==> config.mk <==
export PLATFORM = sky130hd
export DESIGN_NAME = mem_stage
export DESIGN_NICKNAME = d
export VERILOG_FILES = /design/src/rtl/lib_cpu_pkg.sv /design/src/rtl/mem_stage.sv
export SDC_FILE = /design/constraint.sdc
export NUM_CORES = 1
export LEC_CHECK = 0
export BUFFER_PORTS_ARGS = -buffer_cell sky130_fd_sc_hd__buf_2
export CAP_MARGIN = 15
export CORE_UTILIZATION = 40
export DETAILED_ROUTE_END_ITERATION = 8
export GPL_ROUTABILITY_DRIVEN = 0
export PLACE_DENSITY = 0.66
export REMOVE_ABC_BUFFERS = 1
export SYNTH_ARGS = -nofsm -noshare
export SYNTH_HDL_FRONTEND = slang
export SYNTH_SLANG_ARGS = --single-unit
==> constraint.sdc <==
create_clock -name clk -period 8.4 [get_ports clk]
set_clock_uncertainty 0.05 [all_clocks]
set_input_delay 0.84 -clock clk [delete_from_list [all_inputs] [get_ports clk]]
set_output_delay 0.84 -clock clk [all_outputs]
set_load 0.02 [all_outputs]
==> src/rtl/lib_cpu_pkg.sv <==
// lib_cpu: shared CPU pipeline types (memory op encoding, MEM stage states)
// and the writeback-enable helper used by the MEM stage.
package lib_cpu;

    typedef enum logic [1:0] {
        OP_NONE  = 2'd0,
        OP_STORE = 2'd1,
        OP_LOAD  = 2'd2,
        OP_RSVD  = 2'd3
    } mem_op_e;

    typedef enum logic [1:0] {
        ST_IDLE   = 2'd0,
        ST_ACCESS = 2'd1,
        ST_RESP   = 2'd2
    } state_e;

    // Register 0 is hardwired, so a write to it is dropped even when requested.
    function automatic logic wb_we_f(input logic w_req, input logic is_load, input logic [3:0] rd);
        return (w_req || is_load) && (rd != 4'd0);
    endfunction

endpackage

==> src/rtl/mem_stage.sv <==
// mem_stage: MEM pipeline stage -- issues one bus access per load/store and
// emits a one-cycle writeback pulse. Define MEM_STAGE_TIMEOUT_EN for bus-timeout abort.
module mem_stage
    import lib_cpu::*;
#(
    parameter int TIMEOUT_CYCLES = 16
) (
    input  logic        clk,
    input  logic        reset,
    input  logic        in_valid,
    output logic        in_ready,
    input  logic [1:0]  in_op,
    input  logic [3:0]  in_rd,
    input  logic        in_w_req,
    input  logic [31:0] in_x_rd,
    input  logic [31:0] in_mem_addr,
    input  logic [31:0] in_mem_val,
    output logic        bus_req,
    output logic        bus_we,
    output logic [31:0] bus_addr,
    output logic [31:0] bus_wdata,
    input  logic        bus_ack,
    input  logic [31:0] bus_rdata,
    output logic        wb_valid,
    output logic        wb_we,
    output logic [3:0]  wb_rd,
    output logic [31:0] wb_data,
    output logic        err
);

    state_e      state_r;
    logic        is_load_r;
    logic        w_req_r;
    logic [3:0]  rd_r;
    logic [31:0] x_rd_r;
    logic        accept_s;
    logic        is_mem_s;

`ifdef MEM_STAGE_TIMEOUT_EN
    // cnt_r holds the number of ACCESS cycles already spent without an ack.
    localparam logic [7:0] TO_LAST = 8'(TIMEOUT_CYCLES - 1);
    logic [7:0] cnt_r;
`endif

    assign in_ready = (state_r != ST_ACCESS);

    // Handshake and op-class decode of the incoming execute result
    always_comb begin
        accept_s = in_valid && in_ready;
        if ((in_op == OP_STORE) || (in_op == OP_LOAD)) begin
            is_mem_s = 1'b1;
        end else begin
            is_mem_s = 1'b0;
        end
    end

    // Stage FSM with registered bus and writeback outputs
    always_ff @(posedge clk or posedge reset) begin
        if (reset) begin
            state_r   <= ST_IDLE;
            is_load_r <= 1'b0;
            w_req_r   <= 1'b0;
            rd_r      <= 4'd0;
            x_rd_r    <= 32'd0;
            bus_req   <= 1'b0;
            bus_we    <= 1'b0;
            bus_addr  <= 32'd0;
            bus_wdata <= 32'd0;
            wb_valid  <= 1'b0;
            wb_we     <= 1'b0;
            wb_rd     <= 4'd0;
            wb_data   <= 32'd0;
            err       <= 1'b0;
`ifdef MEM_STAGE_TIMEOUT_EN
            cnt_r     <= 8'd0;
`endif
        end else begin
            wb_valid <= 1'b0;
            wb_we    <= 1'b0;
            err      <= 1'b0;
            case (state_r)
                ST_IDLE, ST_RESP: begin
                    if (accept_s) begin
                        is_load_r <= (in_op == OP_LOAD);
                        w_req_r   <= in_w_req;
                        rd_r      <= in_rd;
                        x_rd_r    <= in_x_rd;
                        if (is_mem_s) begin
                            state_r   <= ST_ACCESS;
                            bus_req   <= 1'b1;
                            bus_we    <= (in_op == OP_STORE);
                            bus_addr  <= in_mem_addr;
                            bus_wdata <= in_mem_val;
`ifdef MEM_STAGE_TIMEOUT_EN
                            cnt_r     <= 8'd0;
`endif
                        end else begin
                            state_r  <= ST_RESP;
                            wb_valid <= 1'b1;
                            wb_we    <= wb_we_f(in_w_req, 1'b0, in_rd);
                            wb_rd    <= in_rd;
                            wb_data  <= in_x_rd;
                        end
                    end else begin
                        state_r <= ST_IDLE;
                    end
                end
                ST_ACCESS: begin
                    if (bus_ack) begin
                        state_r  <= ST_RESP;
                        bus_req  <= 1'b0;
                        wb_valid <= 1'b1;
                        wb_we    <= wb_we_f(w_req_r, is_load_r, rd_r);
                        wb_rd    <= rd_r;
                        wb_data  <= is_load_r ? bus_rdata : x_rd_r;
                    end
`ifdef MEM_STAGE_TIMEOUT_EN
                    else if (cnt_r == TO_LAST) begin
                        state_r  <= ST_RESP;
                        bus_req  <= 1'b0;
                        err      <= 1'b1;
                        wb_valid <= 1'b1;
                        wb_we    <= 1'b0;
                        wb_rd    <= rd_r;
                        wb_data  <= 32'd0;
                    end else begin
                        cnt_r <= (cnt_r == 8'hFF) ? cnt_r : cnt_r + 8'd1;
                    end
`else
                    else begin
                        state_r <= ST_ACCESS;
                    end
`endif
                end
                default: begin
                    state_r <= ST_IDLE;
                    bus_req <= 1'b0;
                end
            endcase
        end
    end

endmodule
Word level (Yosys, flattened, before mapping) --
Index checks and enable logic that the tools add are counted.
Operators by class: equal/unequal tests 9, multiplexer cells 26, reduce and logical (&&, ||, !) cells 14
Operators with widths (count):
- $mux 32 | 4
- $pmux 32 s2 | 1
- $mux 4 | 3
- $mux 1 | 10
- $ne 2x2->1 const B | 4
- $pmux 4 s2 | 1
- $reduce_bool 4->1 | 2
- $mux 2 | 3
- $pmux 1 s2 | 3
- $reduce_and 3->1 | 2
- $eq 2x1->1 const B | 2
- $eq 2x2->1 const B | 2
- $pmux 2 s2 | 1
- $reduce_and 4->1 | 1
- $logic_and 1x1->1 | 3
- $logic_not 2->1 | 1
- $logic_or 1x1->1 | 2
- $ne 2x1->1 const B | 1
- $reduce_and 2->1 | 1
- $reduce_bool 2->1 | 1
- $reduce_or 2->1 | 1
Storage, ports and cells: flip-flop bits (word level) 144, output and inout bits 106

Longest topological paths before layout --
Gate-level depths: netlist of the first run.
depth after elaboration 6, depth in mapped cells 7, gate-level depth less buffers 5

Worst setup path before layout of the first run --
Ideal clock, no wire load.
kind in2reg, start input in_op[0], end register bus_addr[0], setup time 0.125 ns, arrival 2.071 ns, path slack 6.154 ns, cell stages on the path 7, buffers on the path 2, cell sequence inv_1 ha_1 inv_1 and2_1 buf_2 buf_4 mux2_2
On the way: longest elaborated chain between the ends 4, elaborated cells between the ends (all ways) 5, those cells by class 2 x eq/ne; 1 x mux; 2 x reduce/logical
Ends and longest elaborated chain:
- start: declaration | RTL line mem_stage.sv:12 | input logic [1:0] in_op,
- $eq 2x1->1 or $eq 2x2->1 (tied branches) | RTL line mem_stage.sv:50 | if ((in_op == OP_STORE) || (in_op == OP_LOAD)) begin
- $logic_or 1x1->1 * | RTL line mem_stage.sv:50
- $mux 1 * | RTL line mem_stage.sv:50
- $reduce_and 3->1 (no line) *
- end signal: assignment | RTL line mem_stage.sv:92 | bus_addr <= in_mem_addr;
- end: declaration | RTL line mem_stage.sv:20 | output logic [31:0] bus_addr,
Mark *: on every way between the ends. The rest lies on a longest branch, timed or not. A chain may end at the register's enable or synchronous reset.

Worst setup path in the final report of the first run --
start register state_r[0], end output in_ready
On the way: longest elaborated chain between the ends 1
Ends and longest elaborated chain:
- start: declaration | RTL line mem_stage.sv:31 | state_e state_r;
- start signal: assignment | RTL line mem_stage.sv:60 | state_r <= ST_IDLE;
- start signal: assignment | RTL line mem_stage.sv:89 | state_r <= ST_ACCESS;
- start signal: assignment | RTL line mem_stage.sv:98 | state_r <= ST_RESP;
- $ne 2x1->1 | RTL line mem_stage.sv:45 | assign in_ready = (state_r != ST_ACCESS);
- end: declaration | RTL line mem_stage.sv:11 | output logic in_ready,
Every way passes these cells.

==> flow_metrics.py, run 1 <==
metrics = {
    "worst_setup_path": {
        "worstPathRequired_ps": 7510,
        "worstSetupEndpointType": "output port",
        "worst_path_max_delay_cell": "buf_4",
        "cp_num_buf_inv": 3,
        "crit_type": "flop to output port",
        "reg2reg_to": "bus_addr[25]",
        "critPathTopFamily": "buffers and inverters",
        "cp_cell_sequence": "nor2b_4 > buf_4 > inv_2 > buf_2",
        "path_depth": 4,
        "cpPeakStageDelay_ps": 410,
        "reg2reg_depth": 5,
        "critPathLaunch": "state_r[0]",
        "critPathMaxFanout": 35,
        "cp-endpoint": "in_ready",
        "cp.arrival_ps": 1750,
        "startpoint_type": "flop",
        "r2r_start": "state_r[0]",
        "r2r_setup_slack_ps": 5900,
    },
    "clock_tree": {
        "cts-hold-fix-buffers": 0,
        "cts-root-buf": "clkbuf_16",
        "cts_buffers": 17,
        "clk_pin_slew_worst_paths_ps": 60,
        "clockBufferDepth": 2,
        "insertion_delay_ps": 420,
        "htreeDepth": 4,
        "cts-resized-gates": 0,
        "cts_sinks": 143,
        "cts_tree": "done",
        "postCtsSetupRepairBufs": 0,
    },
    "global_routing": {
        "grt_usage_pct": 17.9,
        "groute.layer.met1.usage_pct": 22.4,
        "overflow": 0,
        "grt_use_met2_pct": 28.0,
        "met3_usage_pct": 7.68,
        "busiest_layer": "met2",
        "grt_max_degree": 84,
        "grt_antenna_before_repair": 0,
        "grt_first_pass_wirelength_um": 22400,
        "grt_pass1_vias": 4406,
    },
    "die": {
        "fp.dieW_um": 128,
        "initial_core_util_pct": 41.5,
        "num_rows": 45,
        "ioPinCount": 245,
        "core_area_mm2": 0.0154,
        "die-area_mm2": 0.0164,
        "dieHeight_um": 128,
    },
    "pwr": {
        "leakage_nw": 3.93,
        "max-vdd-ir-drop_v": 0.000168,
        "power_density_mw_per_mm2": 318,
    },
    "synth": {
        "synth_cells": 396,
        "syn_area_mm2": 0.00637,
        "yosys-mux-area-fraction_pct": 38.3,
        "ys_warn_count": 0,
        "synthAdderAreaFrac_pct": 0.393,
        "ys_ff_latch": 143,
        "yosysSeqAreaShare_pct": 56.2,
        "yosysUniqueCellTypes": 25,
        "synth_xor_area_share_pct": 0,
        "synth_top_family_by_area": "multiplexers",
        "synth_area_per_cell_um2": 16.1,
        "yosys.area_share.simple_pct": 0.746,
        "synth-compound-area-share_pct": 0.628,
    },
    "layout": {
        "area_delta_synth_final_pct": 30.5,
        "fill_cells": 1284,
        "fin_nets": 781,
        "finish.utilization_pct": 54.1,
        "diodes": 0,
        "drive_above_1_share_pct": 71.2,
    },
    "sta": {
        "tightest_slew_ps": 830,
        "hold_viol_final": 0,
        "rsz0062_at_grt": "false",
        "finalCritPeriodShare_pct": 31.4,
        "slew_headroom_pct": 44.7,
        "setup_viol": 0,
        "period_minus_slack_ps": 2640,
        "final.setup.tns_ps": 0,
        "slew_violations": 0,
        "fmax_mhz": 379,
    },
    "run": {
        "cap_violations": 0,
    },
    "routing": {
        "detail-route-antenna-nets": 0,
        "drtIter0Drc": 192,
        "drc": 0,
        "wl_per_cell_um": 16.2,
        "drt_pass1_iterations": 4,
        "viasPerCell": 4.81,
        "num_vias": 4153,
        "drt_wl_total_um": 14000,
    },
    "place": {
        "io_buffers": 243,
        "dp_hpwl_um": 9740,
    },
    "min_path": {
        "min_path_type": "flop to flop",
    },
    "outcome": {
        "outcome": "finished, final reports clean",
    },
}
==> logic make-up (layout without fill, tap and decap cells) <==
family / after synthesis / after routing
AOI/OAI and AO/OA: 6 / 6
DFF: 143 / 143
and+or+nand+nor: 8 / 8
buffers and inverters: 29 / 286
muxes: 207 / 207
other: 1 / 1
adders and majority gates: 2 / 2
==> power breakdown <==
part	switching (mW)	internal, mW	total (mW)
Clock	0.293	0.484	0.777
Combinational	0.445	0.409	0.855
Sequential	0.115	0.899	1.01
==> how the worst min path moves through the flow <==
stage	slack (ps)	start	cells past startpoint	endpoint
after CTS	450	x_rd_r[21]	1	x_rd_r[21]
after global placement	430	bus_req	2	bus_req
after detailed placement	440	x_rd_r[21]	1	x_rd_r[21]
after floorplan	420	state_r[0]	1	bus_req
final	450	wb_data[30]	1	wb_data[30]
after global routing	460	x_rd_r[21]	1	x_rd_r[21]
==> stage by stage <==
stage	instance area, um^2	hold slack (ps)	worst slack [ps]	std cells	power [mW]
detailed placement	7700	439	5350	832	1.89
finish	8310	450	5760	864	2.65
global placement	7700	431	5430	832	1.87
floorplan	6150	419	3670	372	1.59
global route	8310	465	5650	864	2.79
CTS	8310	451	5700	864	2.68
==> sequential cells by signal, indices dropped and copies added, names as in the netlist <==
| name | flops |
|---|---|
| bus_we | 1 |
| state_r | 2 |
| bus_req | 1 |
| is_load_r | 1 |
| w_req_r | 1 |
| bus_wdata | 32 |
| wb_data | 32 |
| wb_we | 1 |
| wb_rd | 4 |
| rd_r | 4 |
| x_rd_r | 32 |
| bus_addr | 32 |
==> layout make-up <==
type                            count  area (um^2)  area share (%)
Tap cell                          211          264            3.18
Sequential cell                   143         3580            43.0
Clock buffer                       20          457            5.49
Inverter                            5         23.8           0.286
Timing Repair Buffer              249         1260            15.2
Multi-Input combinational cell    224         2570            30.9
Clock inverter                     12          158            1.90
==> routing by layer <==
metal,vias to the layer above,share of wire (%)
met5,-,0
met4,0,1.0
met3,11,9.3
met2,188,47
met1,2041,43
li1,1913,-
==> layout by cell type (no fill, tap or decap), types with 2 or more instances in the layout <==
| cell type | synthesis | layout |
|---|---|---|
| nor2b_4 | 0 | 2 |
| o21ai_0 | 2 | 2 |
| inv_1 | 4 | 3 |
| mux2_4 | 29 | 29 |
| mux2_2 | 150 | 150 |
| inv_6 | 0 | 3 |
| buf_4 | 5 | 6 |
| dfrtp_1 | 143 | 143 |
| clkbuf_8 | 0 | 2 |
| buf_2 | 7 | 243 |
| mux2_1 | 28 | 28 |
| bufinv_16 | 0 | 3 |
| ha_1 | 2 | 2 |
| clkbuf_16 | 0 | 17 |
| clkinvlp_4 | 0 | 6 |
==> cell usage after synthesis, drive strengths merged <==
library cell,instances,area [um^2]
a21oi,1,5.00
a22o,1,8.76
and2,1,6.26
buf,24,219
conb,1,3.75
dfrtp,143,3580
ha,2,25.0
inv,5,18.8
mux2,207,2440
nand2,1,3.75
nand3,1,5.00
nor2,1,3.75
nor2b,2,15.0
nor4,1,6.26
o2111ai,1,8.76
o21ai,2,10.0
o21bai,1,7.51
or4,1,7.51
(Power assumes the default switching activity.)
==> run 2: changes to the inputs <==
--- a/config.mk
+++ b/config.mk
@@ -5,12 +5,13 @@
 export SDC_FILE = /design/constraint.sdc
 export NUM_CORES = 1
 export LEC_CHECK = 0
+export ABC_AREA = 1
 export BUFFER_PORTS_ARGS = -buffer_cell sky130_fd_sc_hd__buf_2
 export CAP_MARGIN = 15
 export CORE_UTILIZATION = 40
 export DETAILED_ROUTE_END_ITERATION = 8
 export GPL_ROUTABILITY_DRIVEN = 0
-export PLACE_DENSITY = 0.66
+export PLACE_DENSITY = 0.67
 export REMOVE_ABC_BUFFERS = 1
 export SYNTH_ARGS = -nofsm -noshare
 export SYNTH_HDL_FRONTEND = slang
==> constraint.sdc (replaced) <==
create_clock -name clk -period 2.53 [get_ports clk]
set_clock_uncertainty 0.05 [all_clocks]
set_input_delay 0.253 -clock clk [delete_from_list [all_inputs] [get_ports clk]]
set_output_delay 0.253 -clock clk [all_outputs]
set_load 0.02 [all_outputs]
==> run 2 against run 1 <==
Effect of this change:
- sequential share of layout area increased by 0.071 points
- cell count rose by 43%
- setup slack got worse by 5000 ps
- non-clock buffer count grew 14
- clock-buffer cell count grew 5
- routed wire length increased by 18%
- combinational power rose to 2.9 times the previous value
- global-route usage up 3.7 points
- die area down 0.77%
- synthesized cell count increased by 96%
- critical endpoint unchanged
==> flow_metrics.py, run 2 <==
metrics = {
    "sta": {
        "period_minus_slack_ps": 1760,
        "hold_viol_final": 0,
        "slew_violations": 0,
        "tightest_slew_ps": 678,
        "slew_headroom_pct": 54.7,
        "setup_viol": 0,
        "finalCritPeriodShare_pct": 69.7,
        "fmax_mhz": 567,
        "final.setup.tns_ps": 0,
        "rsz0062_at_grt": "false",
    },
    "synth": {
        "synth_top_family_by_area": "simple AND/OR/NAND/NOR gates",
        "syn_area_mm2": 0.00632,
        "yosysSeqAreaShare_pct": 56.6,
        "ys_warn_count": 0,
        "synth_flop_cell": "dfrtp_1",
        "ys_ff_latch": 143,
        "synth_commonest_cells": "nand2_1 (293), dfrtp_1 (143), inv_1 (108)",
        "yosysMostFrequentCell": "nand2_1",
        "async_flop_share_pct": 100,
        "synth_xor_area_share_pct": 0,
        "yosysTopAreaCellShare_pct": 56.6,
        "synth_area_leaders": "dfrtp_1 (57%), nand2_1 (17%), o21ai_1 (7.3%)",
        "yosysTopAreaCell": "dfrtp_1",
        "synth_cells": 777,
        "synth-edff-count": 0,
        "yosys-mux-area-fraction_pct": 0,
        "synthAdderAreaFrac_pct": 0.396,
        "synth_area_per_cell_um2": 8.14,
        "yosys.area_share.simple_pct": 24.4,
        "synth-compound-area-share_pct": 8.07,
        "yosysUniqueCellTypes": 20,
    },
    "worst_setup_path": {
        "worstPathRequired_ps": 2230,
        "cp_cell_sequence": "inv_2 > nand2_2 > buf_2",
        "crit_type": "flop to output port",
        "cpPeakStageDelay_ps": 490,
        "cp.arrival_ps": 1460,
        "reg2reg_depth": 6,
        "r2r_setup_slack_ps": 870,
        "startpoint_type": "flop",
        "worst_path_max_delay_cell": "dfrtp_1",
        "reg2reg_to": "wb_data[23]",
        "worstSetupEndpointType": "output port",
        "critPathMaxFanout": 12,
        "r2r_start": "is_load_r",
    },
    "place": {
        "place_area_mm2": 0.00771,
        "dp_hpwl_um": 11600,
        "io_buffers": 243,
        "dp_cells": 1202,
    },
    "die": {
        "fp.dieW_um": 128,
        "initial_core_util_pct": 41.3,
        "dieHeight_um": 128,
        "die-area_mm2": 0.0163,
        "ioPinCount": 245,
        "core_area_mm2": 0.0153,
        "num_rows": 45,
    },
    "layout": {
        "fill_cells": 1517,
        "final_common_cell": "nand2_1",
        "diodes": 0,
        "area_delta_synth_final_pct": 31.3,
        "finish.utilization_pct": 54.2,
        "final_cell_mix": "nand2_1 (292), buf_2 (243), dfrtp_1 (143), inv_1 (107), o21ai_1 (92)",
        "final_cell_area_mm2": 0.00830,
        "stdcell_count": 1239,
        "fin_nets": 1157,
        "drive_above_1_share_pct": 28.4,
    },
    "pwr": {
        "total_power_mw": 8.06,
        "max-vdd-ir-drop_v": 0.000425,
        "leakage_nw": 4.80,
        "switchingPower_mw": 2.93,
        "intPower_mw": 5.13,
        "combPwrFrac_pct": 31.0,
        "power_density_mw_per_mm2": 971,
        "sw_frac_of_total_pct": 36.3,
        "power_frac_seq_pct": 40.8,
        "power_frac_clock_pct": 28.2,
    },
    "routing": {
        "viasPerCell": 4.58,
        "num_vias": 5671,
        "drtIter0Drc": 295,
        "wl_per_cell_um": 13.4,
        "drt_pass1_iterations": 5,
        "detail-route-antenna-nets": 0,
        "drt_wl_total_um": 16600,
        "drc": 0,
    },
    "clock_tree": {
        "htreeDepth": 4,
        "cts_buffers": 17,
        "cts_tree": "done",
        "cts_sinks": 143,
        "insertion_delay_ps": 410,
        "clockBufferDepth": 2,
        "cts-root-buf": "clkbuf_16",
        "clk_pin_slew_worst_paths_ps": 60,
        "cts-resized-gates": 0,
    },
    "global_routing": {
        "grt_max_degree": 55,
        "grt_antenna_before_repair": 0,
        "grt_usage_pct": 21.6,
        "overflow": 0,
        "grt_pass1_vias": 5413,
        "grt_first_pass_wirelength_um": 26900,
    },
    "run": {
        "cap_violations": 0,
    },
    "min_path": {
        "min_from": "in_mem_addr[14]",
        "holdPathStages": 3,
        "hold_end": "bus_addr[14]",
        "min_path_type": "primary input to flop",
    },
    "outcome": {
        "outcome": "finished, final reports clean",
    },
}
run 2: critical path, delay by kind of cell, from the launching register on:
kind          cells  cell delay, ps
buf+inv           2             310
simple gates      1             250
flops             1             490
run 2: power groups by stage:
stage	Sequential [mW]	Combinational, mW	Clock, mW
4_1_cts	3.29	2.53	2.33
3_3_place_gp	3.31	2.48	0
6_report	3.29	2.50	2.27
2_1_floorplan	3.91	0.889	0
3_5_place_dp	3.31	2.52	0
5_1_grt	3.37	2.78	2.43
run 2: per-layer routing:
metal	global-route usage (%)	vias up	share of wire, %
met5	0	-	0
met4	6.30	0	0.98
li1	-	2863	-
met3	7.97	14	9.6
met1	27.7	2565	45
met2	34.1	229	45
run 2: cells by family (layout without fill, tap and decap cells):
logic type	Yosys count	after routing
and+or+nand+nor	375	375
DFF	143	143
adders and majority gates	2	2
buffers and inverters	154	405
other	1	1
AOI/OAI and AO/OA	102	102
run 2: what timing repair did:
| action | in CTS | in global routing |
|---|---|---|
| hold buffers | 6 | 0 |
| setup buffers | 0 | 0 |
| hold endpoints to repair | 46 | 0 |
run 2: worst max path at each step:
stage | from | endpoint | slack [ps] | cells after the start
2_1_floorplan | reset | bus_addr[0] | -1610 | 1
3_3_place_gp | in_op[0] | bus_wdata[8] | 710 | 7
3_5_place_dp | in_op[0] | bus_addr[11] | 670 | 7
4_1_cts | state_r[1] | in_ready | 740 | 3
5_1_grt | state_r[1] | in_ready | 690 | 3
6_report | state_r[1] | in_ready | 770 | 3
run 2: through the flow:
step,setup WS [ps],hold slack (ps)
detailed placement,672,246
CTS,739,1.52
finish,765,18.9
floorplan,-1610,336
global route,691,7.62
global placement,707,246
run 2: area by class of cell:
class	instances	area (um^2)	share of cell area, %
well taps	211	264	3.18
flip-flops and latches	143	3580	43.1
clock inverters	6	61.3	0.739
inverters	111	424	5.11
clock buffers	25	465	5.61
multi-input cells	480	2090	25.1
repair buffers	263	1420	17.1
